### src/rtl/dmem_responder.sv
// Word-addressed data RAM responder: one request in flight, response LATENCY+1 cycles after accept.
// Backpressure only on the request side (req_ready low while busy); responses cannot be stalled.
module dmem_responder #(
    parameter int DEPTH   = 64,
    parameter int LATENCY = 2
) (
    input  logic        clk,
    input  logic        reset,
    input  logic        req_valid,
    input  logic        req_we,
    input  logic [31:0] req_addr,
    input  logic [31:0] req_wdata,
    input  logic [3:0]  req_be,
    output logic        req_ready,
    output logic        rsp_valid,
    output logic [31:0] rsp_rdata,
    output logic        rsp_err,
    output logic        busy
);

    localparam int         AW       = $clog2(DEPTH);
    localparam bit         ZERO_LAT = (LATENCY == 0);
    localparam logic [3:0] CNT_INIT = (LATENCY > 0) ? 4'(LATENCY - 1) : 4'd0;

    typedef enum logic [1:0] {IDLE, WAIT, RESP} state_e;

    state_e        state_q, state_d;
    logic [3:0]    cnt_q, cnt_d;
    logic          we_q;
    logic [31:0]   addr_q, wdata_q;
    logic [3:0]    be_q;
    logic          rsp_valid_q, rsp_valid_d;
    logic          rsp_err_q, rsp_err_d;
    logic [31:0]   rsp_rdata_q, rsp_rdata_d;

    logic [31:0]   mem [DEPTH];

    logic          accept, go_resp, fault, wr_en;
    logic          cur_we;
    logic [31:0]   cur_addr, cur_wdata;
    logic [3:0]    cur_be;
    logic [AW-1:0] idx;

    assign accept = req_valid && (state_q == IDLE);

    always_comb begin
        state_d = state_q;
        cnt_d   = cnt_q;
        go_resp = 1'b0;
        case (state_q)
            IDLE: begin
                if (accept) begin
                    if (ZERO_LAT) begin
                        state_d = RESP;
                        go_resp = 1'b1;
                    end else begin
                        state_d = WAIT;
                        cnt_d   = CNT_INIT;
                    end
                end
            end
            WAIT: begin
                if (cnt_q == 4'd0) begin
                    state_d = RESP;
                    go_resp = 1'b1;
                end else begin
                    cnt_d = cnt_q - 4'd1;
                end
            end
            RESP:    state_d = IDLE;
            default: state_d = IDLE;
        endcase
    end

    // With zero latency the RESP-entry edge is the accept edge, so use the live request.
    assign cur_we    = (state_q == IDLE) ? req_we    : we_q;
    assign cur_addr  = (state_q == IDLE) ? req_addr  : addr_q;
    assign cur_wdata = (state_q == IDLE) ? req_wdata : wdata_q;
    assign cur_be    = (state_q == IDLE) ? req_be    : be_q;

    assign fault = (cur_addr[1:0] != 2'b00) || (cur_addr[31:AW+2] != '0);
    assign idx   = cur_addr[AW+1:2];
    assign wr_en = go_resp && cur_we && !fault;

    always_comb begin
        rsp_valid_d = go_resp;
        rsp_err_d   = go_resp && fault;
        rsp_rdata_d = '0;
        if (go_resp && !cur_we && !fault) begin
            rsp_rdata_d = mem[idx];
        end
    end

    always_ff @(posedge clk or negedge reset) begin
        if (!reset) begin
            state_q     <= IDLE;
            cnt_q       <= '0;
            we_q        <= 1'b0;
            addr_q      <= '0;
            wdata_q     <= '0;
            be_q        <= '0;
            rsp_valid_q <= 1'b0;
            rsp_err_q   <= 1'b0;
            rsp_rdata_q <= '0;
        end else begin
            state_q     <= state_d;
            cnt_q       <= cnt_d;
            rsp_valid_q <= rsp_valid_d;
            rsp_err_q   <= rsp_err_d;
            rsp_rdata_q <= rsp_rdata_d;
            if (accept) begin
                we_q    <= req_we;
                addr_q  <= req_addr;
                wdata_q <= req_wdata;
                be_q    <= req_be;
            end
        end
    end

    // RAM has no reset; contents survive a reset pulse.
    always_ff @(posedge clk) begin
        if (wr_en) begin
            for (int b = 0; b < 4; b++) begin
                if (cur_be[b]) begin
                    mem[idx][8*b +: 8] <= cur_wdata[8*b +: 8];
                end
            end
        end
    end

    assign req_ready = (state_q == IDLE);
    assign busy      = (state_q != IDLE);
    assign rsp_valid = rsp_valid_q;
    assign rsp_err   = rsp_err_q;
    assign rsp_rdata = rsp_rdata_q;

endmodule

### config.mk
export PLATFORM = sky130hd
export DESIGN_NAME = dmem_responder
export DESIGN_NICKNAME = d
export VERILOG_FILES = /design/src/rtl/dmem_responder.sv
export SDC_FILE = /design/constraint.sdc
export NUM_CORES = 2
export LEC_CHECK = 0
export CORE_ASPECT_RATIO = 1.75
export CORE_MARGIN = 2
export CORE_UTILIZATION = 28
export DETAILED_ROUTE_END_ITERATION = 7
export DONT_BUFFER_PORTS = 1
export HOLD_SLACK_MARGIN = 0.06
export PLACE_DENSITY = 0.5
export SYNTH_ARGS = -nofsm -noshare
export SYNTH_HDL_FRONTEND = slang
export SYNTH_SLANG_ARGS = --single-unit
### constraint.sdc
create_clock -name clk -period 4.8 [get_ports clk]
set_clock_uncertainty 0.1 [all_clocks]
set_input_delay 0.48 -clock clk [delete_from_list [all_inputs] [get_ports clk]]
set_output_delay 0.48 -clock clk [all_outputs]
set_load 0.05 [all_outputs]
# Word level (Yosys, flattened, before mapping)
# Memory sizes are Yosys's and may differ from the RTL's.
# Cells that the tools add are included.
# totals
mem_bits_rw	2048
out_inout_bits	36
register_bits	109
wordCells	57
n_memories	1
in_bits	72
# op_classes
reduce_logical	17
mux	25
n_eq_ne	4
n_addsub	1
# mem_list
memory	depth	width	rd	rd_ports_with_merged_regs	write_ports	line	source
mem	64	32	1	0	1	36	logic [31:0] mem [DEPTH];
# op_table
op	count
2-to-1 mux 32 bit	3
nonzero test 24 bit	1
2-to-1 mux 1 bit	15
2-to-1 mux 4 bit	3
one-hot mux 4 bit (2 select lines)	1
logical AND 1 bit	6
nonzero test 2 bit	3
zero test 4 bit	1
2-to-1 mux 2 bit	2
inequality test 2 bit (second input constant)	2
one-hot mux 2 bit (2 select lines)	1
subtractor 4 x 1 -> 4 bit (second input constant)	1
AND reduction 3 bit	1
equality test 2 x 1 -> 1 bit (second input constant)	1
zero test 1 bit	2
zero test 2 bit	1
inequality test 2 x 1 -> 1 bit (second input constant)	1
AND reduction 2 bit	1
logical OR 1 bit	1

# Longest topological paths before layout
# logic_depth
ltp_word	8
depth_mapped	12
depth_no_buf	9

# Worst setup path before layout
# Ideal clock, no wire load.
# synth_path
path_type	reg2reg
start	reg state_q[0]
end	mem mem[0][22], data pin
setup_slack_ns	1.431
period_less_slack_ns	3.369
path_stages_with_launch	9
required_ns	4.344
path_buffers	4
setup_ns	0.356
t_arrival_ns	2.913
cell_sequence	dfrtp_1 or2_1 buf_2 inv_2 buf_2 clkbuf_1 clkbuf_1 nand2_1 nand2_1
# synth_between
elab_chain_len	2
# synth_lines
element	line	source
start, declared	27	state_e state_q, state_d;
start signal, assigned	106	state_q <= state_d;
zero test 2 bit	n/a	
via req_ready	14	output logic req_ready,
2-to-1 mux 32 bit	78	assign cur_wdata = (state_q == IDLE) ? req_wdata : wdata_q;
via cur_wdata[22]	40	logic [31:0] cur_addr, cur_wdata;
end, declared	36	
# The timed path passes the listed nets, and every way through them passes these cells.

# Final worst setup path
# layout_path
start	reg state_q[0]
end	reg rsp_rdata_q[27], in the netlist rsp_rdata[27]
# layout_between
elab_chain_len	7
word_cells_on_any_way	14
cone_classes	eq/ne: 1; mux: 4; reduce/logical: 8; memory: 1
# layout_lines
element	line	source
parallel branches: the longest is 6 deep, another holds memory (64 x 32 bit)	n/a	
2-to-1 mux 32 bit *	89	if (go_resp && !cur_we && !fault) begin
via rsp_rdata_d[27]	34	logic [31:0] rsp_rdata_q, rsp_rdata_d;
end signal, assigned	110	rsp_rdata_q <= rsp_rdata_d;
end, declared	34	
# Mark *: on every way through the listed nets, which the timed path passes.
# A chain may end at the register's enable or synchronous reset.

==> results_tabular.tex <==
\begin{tabular}{lr}
\hline
Metric & Value \\
\hline
\multicolumn{2}{l}{\textbf{Global route}} \\
Initial antenna violation count & 8 \\
Aggregate global-route resource usage & 20.0\% \\
Wire length of the first global-routing pass & 416000 um \\
Maximum number of pins on one net before global-route repair & 110 \\
Gr ovfl total & 0 \\
Vias in the first global route & 51.6k \\
\multicolumn{2}{l}{\textbf{Clock network}} \\
Clk sink count & 2157 \\
Htree depth & 4 \\
CTS tree & built \\
Number of setup buffers added after CTS & 0 \\
Clock buffers created by TritonCTS & 196 \\
Insertion delay to the later sink of the worst-skew pair & 870 ps \\
CTS Buffer Depth & 4 \\
Post-CTS clock slew at the launch and capture registers of the worst setup and hold paths & 70 ps \\
Clock Root Buffer & clkbuf\_16 \\
\multicolumn{2}{l}{\textbf{Die}} \\
Number of I/O pins & 108 \\
Area of the die & 294000 sq um \\
Core region area & 288000 sq um \\
Overall die width & 410 um \\
Initial Utilization & 28.1\% \\
Number of rows in the core area & 261 \\
Die span in y & 715 um \\
\multicolumn{2}{l}{\textbf{STA}} \\
RSZ-0062 raised after global routing & false \\
Final hold violation count & 0 \\
Fin. max-slew vios & 0 \\
Number of setup violations in the final report & 0 \\
Crit path time final & 4700 ps \\
Relative slew slack & 4.18\% \\
Max Fclk & 213 MHz \\
Measured slew at the worst slew-check pin & 1430 ps \\
Final cycle utilization of the critical path & 97.9\% \\
Total Neg Setup Slack & 0 ps \\
\multicolumn{2}{l}{\textbf{Routing}} \\
Antenna-violating nets left & 0 \\
Violation count after the first detailed-routing iteration & 5724 \\
Vias/cell & 5.39 \\
First drt pass iteration count & 6 \\
Average wire per cell in the routed design & 31.6 um \\
Wirelength, routed & 302000 um \\
Via count & 51.4k \\
Drt drc & 0 \\
\multicolumn{2}{l}{\textbf{Synthesis}} \\
Area fraction in compound gates after synthesis & 9.90\% \\
XOR/XNOR share of the synthesized area & 0.0216\% \\
Share of the yosys chip area belonging to registers & 79.3\% \\
Cell area after synthesis & 81000 sq um \\
FFs w/ async S/R, synth & 5.05\% \\
Count of distinct cell types in the synthesized netlist & 75 \\
Post-synthesis average cell area & 15.9 sq um \\
Number of instances in the synthesized netlist & 5107 \\
Most used DFF post-synth & edfxtp\_1 \\
Area fraction of the dominant cell type after synthesis & 76.0\% \\
Synth warnings & 0 \\
Top cells by area, synth & edfxtp\_1 (76\%), o22ai\_1 (5.2\%), dfrtp\_1 (3.4\%) \\
Main combinational cell family by area after synthesis & compound AO/OA/AOI/OAI gates \\
Commonest cells in the synthesized netlist & edfxtp\_1 (2048), o22ai\_1 (668), nand2\_1 (392), nor3\_1 (304), nor2\_1 (278) \\
Number of enable-type register cells in the synthesized netlist & 2048 \\
Cell type contributing the most total cell area after synthesis & edfxtp\_1 \\
Simple logic cell fraction of the synthesized area & 7.07\% \\
Post-synthesis mux area share & 1.66\% \\
Register bit count reported by yosys & 2157 \\
Synth Net Count & 5180 \\
Most frequent cell after synthesis & edfxtp\_1 \\
Post-Synth Adder-Cell Area & 0.0155\% \\
\multicolumn{2}{l}{\textbf{Setup path}} \\
Required time worst endpoint & 5410 ps \\
Path type of the worst setup path & reg -> reg \\
Kind of launch point of the worst setup path & flop \\
Endpoint class of the critical path & flop \\
Crit path DAT & 5310 ps \\
Worst-path maximum fanout & 25 \\
\multicolumn{2}{l}{\textbf{Run}} \\
Max cap viols & 0 \\
\multicolumn{2}{l}{\textbf{Finish}} \\
Fillers & 27.9k \\
Fraction of final layout cells sized beyond drive strength 1 & 17.8\% \\
Nets & 5644 \\
Core Util, Final & 33.4\% \\
Area overhead of the layout relative to synthesis & 18.7\% \\
\multicolumn{2}{l}{\textbf{Place}} \\
Detailed placement HPWL & 195000 um \\
Count of input and output buffers & 0 \\
Placer's final routability congestion estimate & 0.879 \\
\multicolumn{2}{l}{\textbf{Power}} \\
Leak Pwr & 31.1 nW \\
Total power divided by cell area & 644 nW/um\^{}2 \\
Max rail drop VDD & 459 uV \\
\multicolumn{2}{l}{\textbf{Run status}} \\
Result of the run & finished clean \\
\multicolumn{2}{l}{\textbf{Min path}} \\
Class of the tightest hold or removal check & in -> reg \\
\hline
\end{tabular}
==> flip-flops by register name (all words and copies together) (netlist names) <==
signal / flops
addr_q: 32
be_q: 4
cnt_q: 4
mem: 2048
rsp_err: 1
rsp_rdata: 32
rsp_valid: 1
state_q: 2
wdata_q: 32
we_q: 1
==> layer usage <==
metal	wire [um]	GRT usage, %	vias to the layer above
li1	-	-	21400
met5	30	0	-
met1	109000	23.1	26900
met3	19500	2.86	686
met4	22400	13.0	4
met2	151000	34.6	2467
==> cells by family (layout without fill, tap and decap cells) <==
group,Yosys count,count (layout)
xor gates and xnor gates,2,2
DFF,2157,2157
and+or+nand+nor,1235,1235
adders and majority gates,1,1
buffers and inverters,376,992
AOI/OAI and AO/OA,1211,1211
muxes,125,125
other,0,5
==> report_power, final <==
group	switching [mW]	internal, mW
Clock	7.12	8.51
Sequential	0.243	24.8
Combinational	16.1	5.09
==> repair_timing <==
item | 4_1_cts | 5_1_grt
gates resized for setup | 1 | 0
endpoints found under the setup margin | 1 | 0
endpoints found under the hold margin | 199 | 0
hold buffers | 71 | 0
==> worst max-delay path, stage by stage (launching register included) <==
cell and delay, ps:
dfrtp_1 390, buf_4 200, o21ai_1 450, o2bb2a_4 590, buf_4 500, nor2_1 60, or4_1 590, o31ai_1 710
o221ai_1 440, nor4_1 480
==> metrics by stage <==
step	instance area (sq um)	setup WS [ps]	hold slack, ps	instances	power, mW
3_5_place_dp	89200	-127	109	9115	46.5
4_1_cts	96100	195	132	9536	62.1
3_3_place_gp	89200	-109	110	9115	46.4
5_1_grt	96100	21.2	190	9538	63.5
6_report	96100	102	183	9541	61.9
2_1_floorplan	81000	1430	84.4	5107	35.1
==> path summary, 6_finish.rpt <==
check / from / slack [ps] / cells past startpoint / endpoint
setup / recovery: state_q[0] / 100 / 9 / rsp_rdata[27]
hold / removal: req_we / 180 / 4 / rsp_rdata[28]
setup reg to reg: state_q[0] / 100 / 9 / rsp_rdata[27]
hold reg to reg: wdata_q[20] / 410 / 1 / wdata_q[20]
max in group asynchronous: reset / 3490 / 2 / rsp_rdata[5]
min in group asynchronous: reset / 190 / 2 / rsp_rdata[29]
==> layout by cell type, fill, tap and decap left out, types with 22 or more instances in the layout <==
master,netlist,layout
clkinv_2,0,45
a21oi_1,217,216
clkbuf_1,165,34
a32o_1,45,45
o41ai_1,49,48
and3_1,29,29
nand2_2,0,45
buf_4,14,520
o22ai_1,668,668
nor4_1,103,101
a31oi_1,26,26
o21ai_0,26,25
nand2_1,392,343
o221ai_1,27,27
clkinv_1,0,27
dlygate4sd3_1,0,70
or4_1,22,22
nand3_1,26,25
mux2_2,72,72
o31ai_1,30,29
edfxtp_1,2048,2048
dfrtp_1,109,109
nor2_1,278,274
buf_12,0,43
nor3_1,304,303
clkbuf_16,0,197
mux2i_1,53,52
==> final cells by class <==
type	count	area (sq um)	share of cell area [%]
multi-input cells	2574	15400	16.0
clock inverters	109	987	1.03
repair buffers	634	5490	5.71
diodes	5	12.5	0.0130
flip-flops and latches	2157	64200	66.8
inverters	8	30.0	0.0312
clock buffers	241	5190	5.40
well taps	3813	4770	4.96
Note: power is estimated with default switching activity, not from simulation.
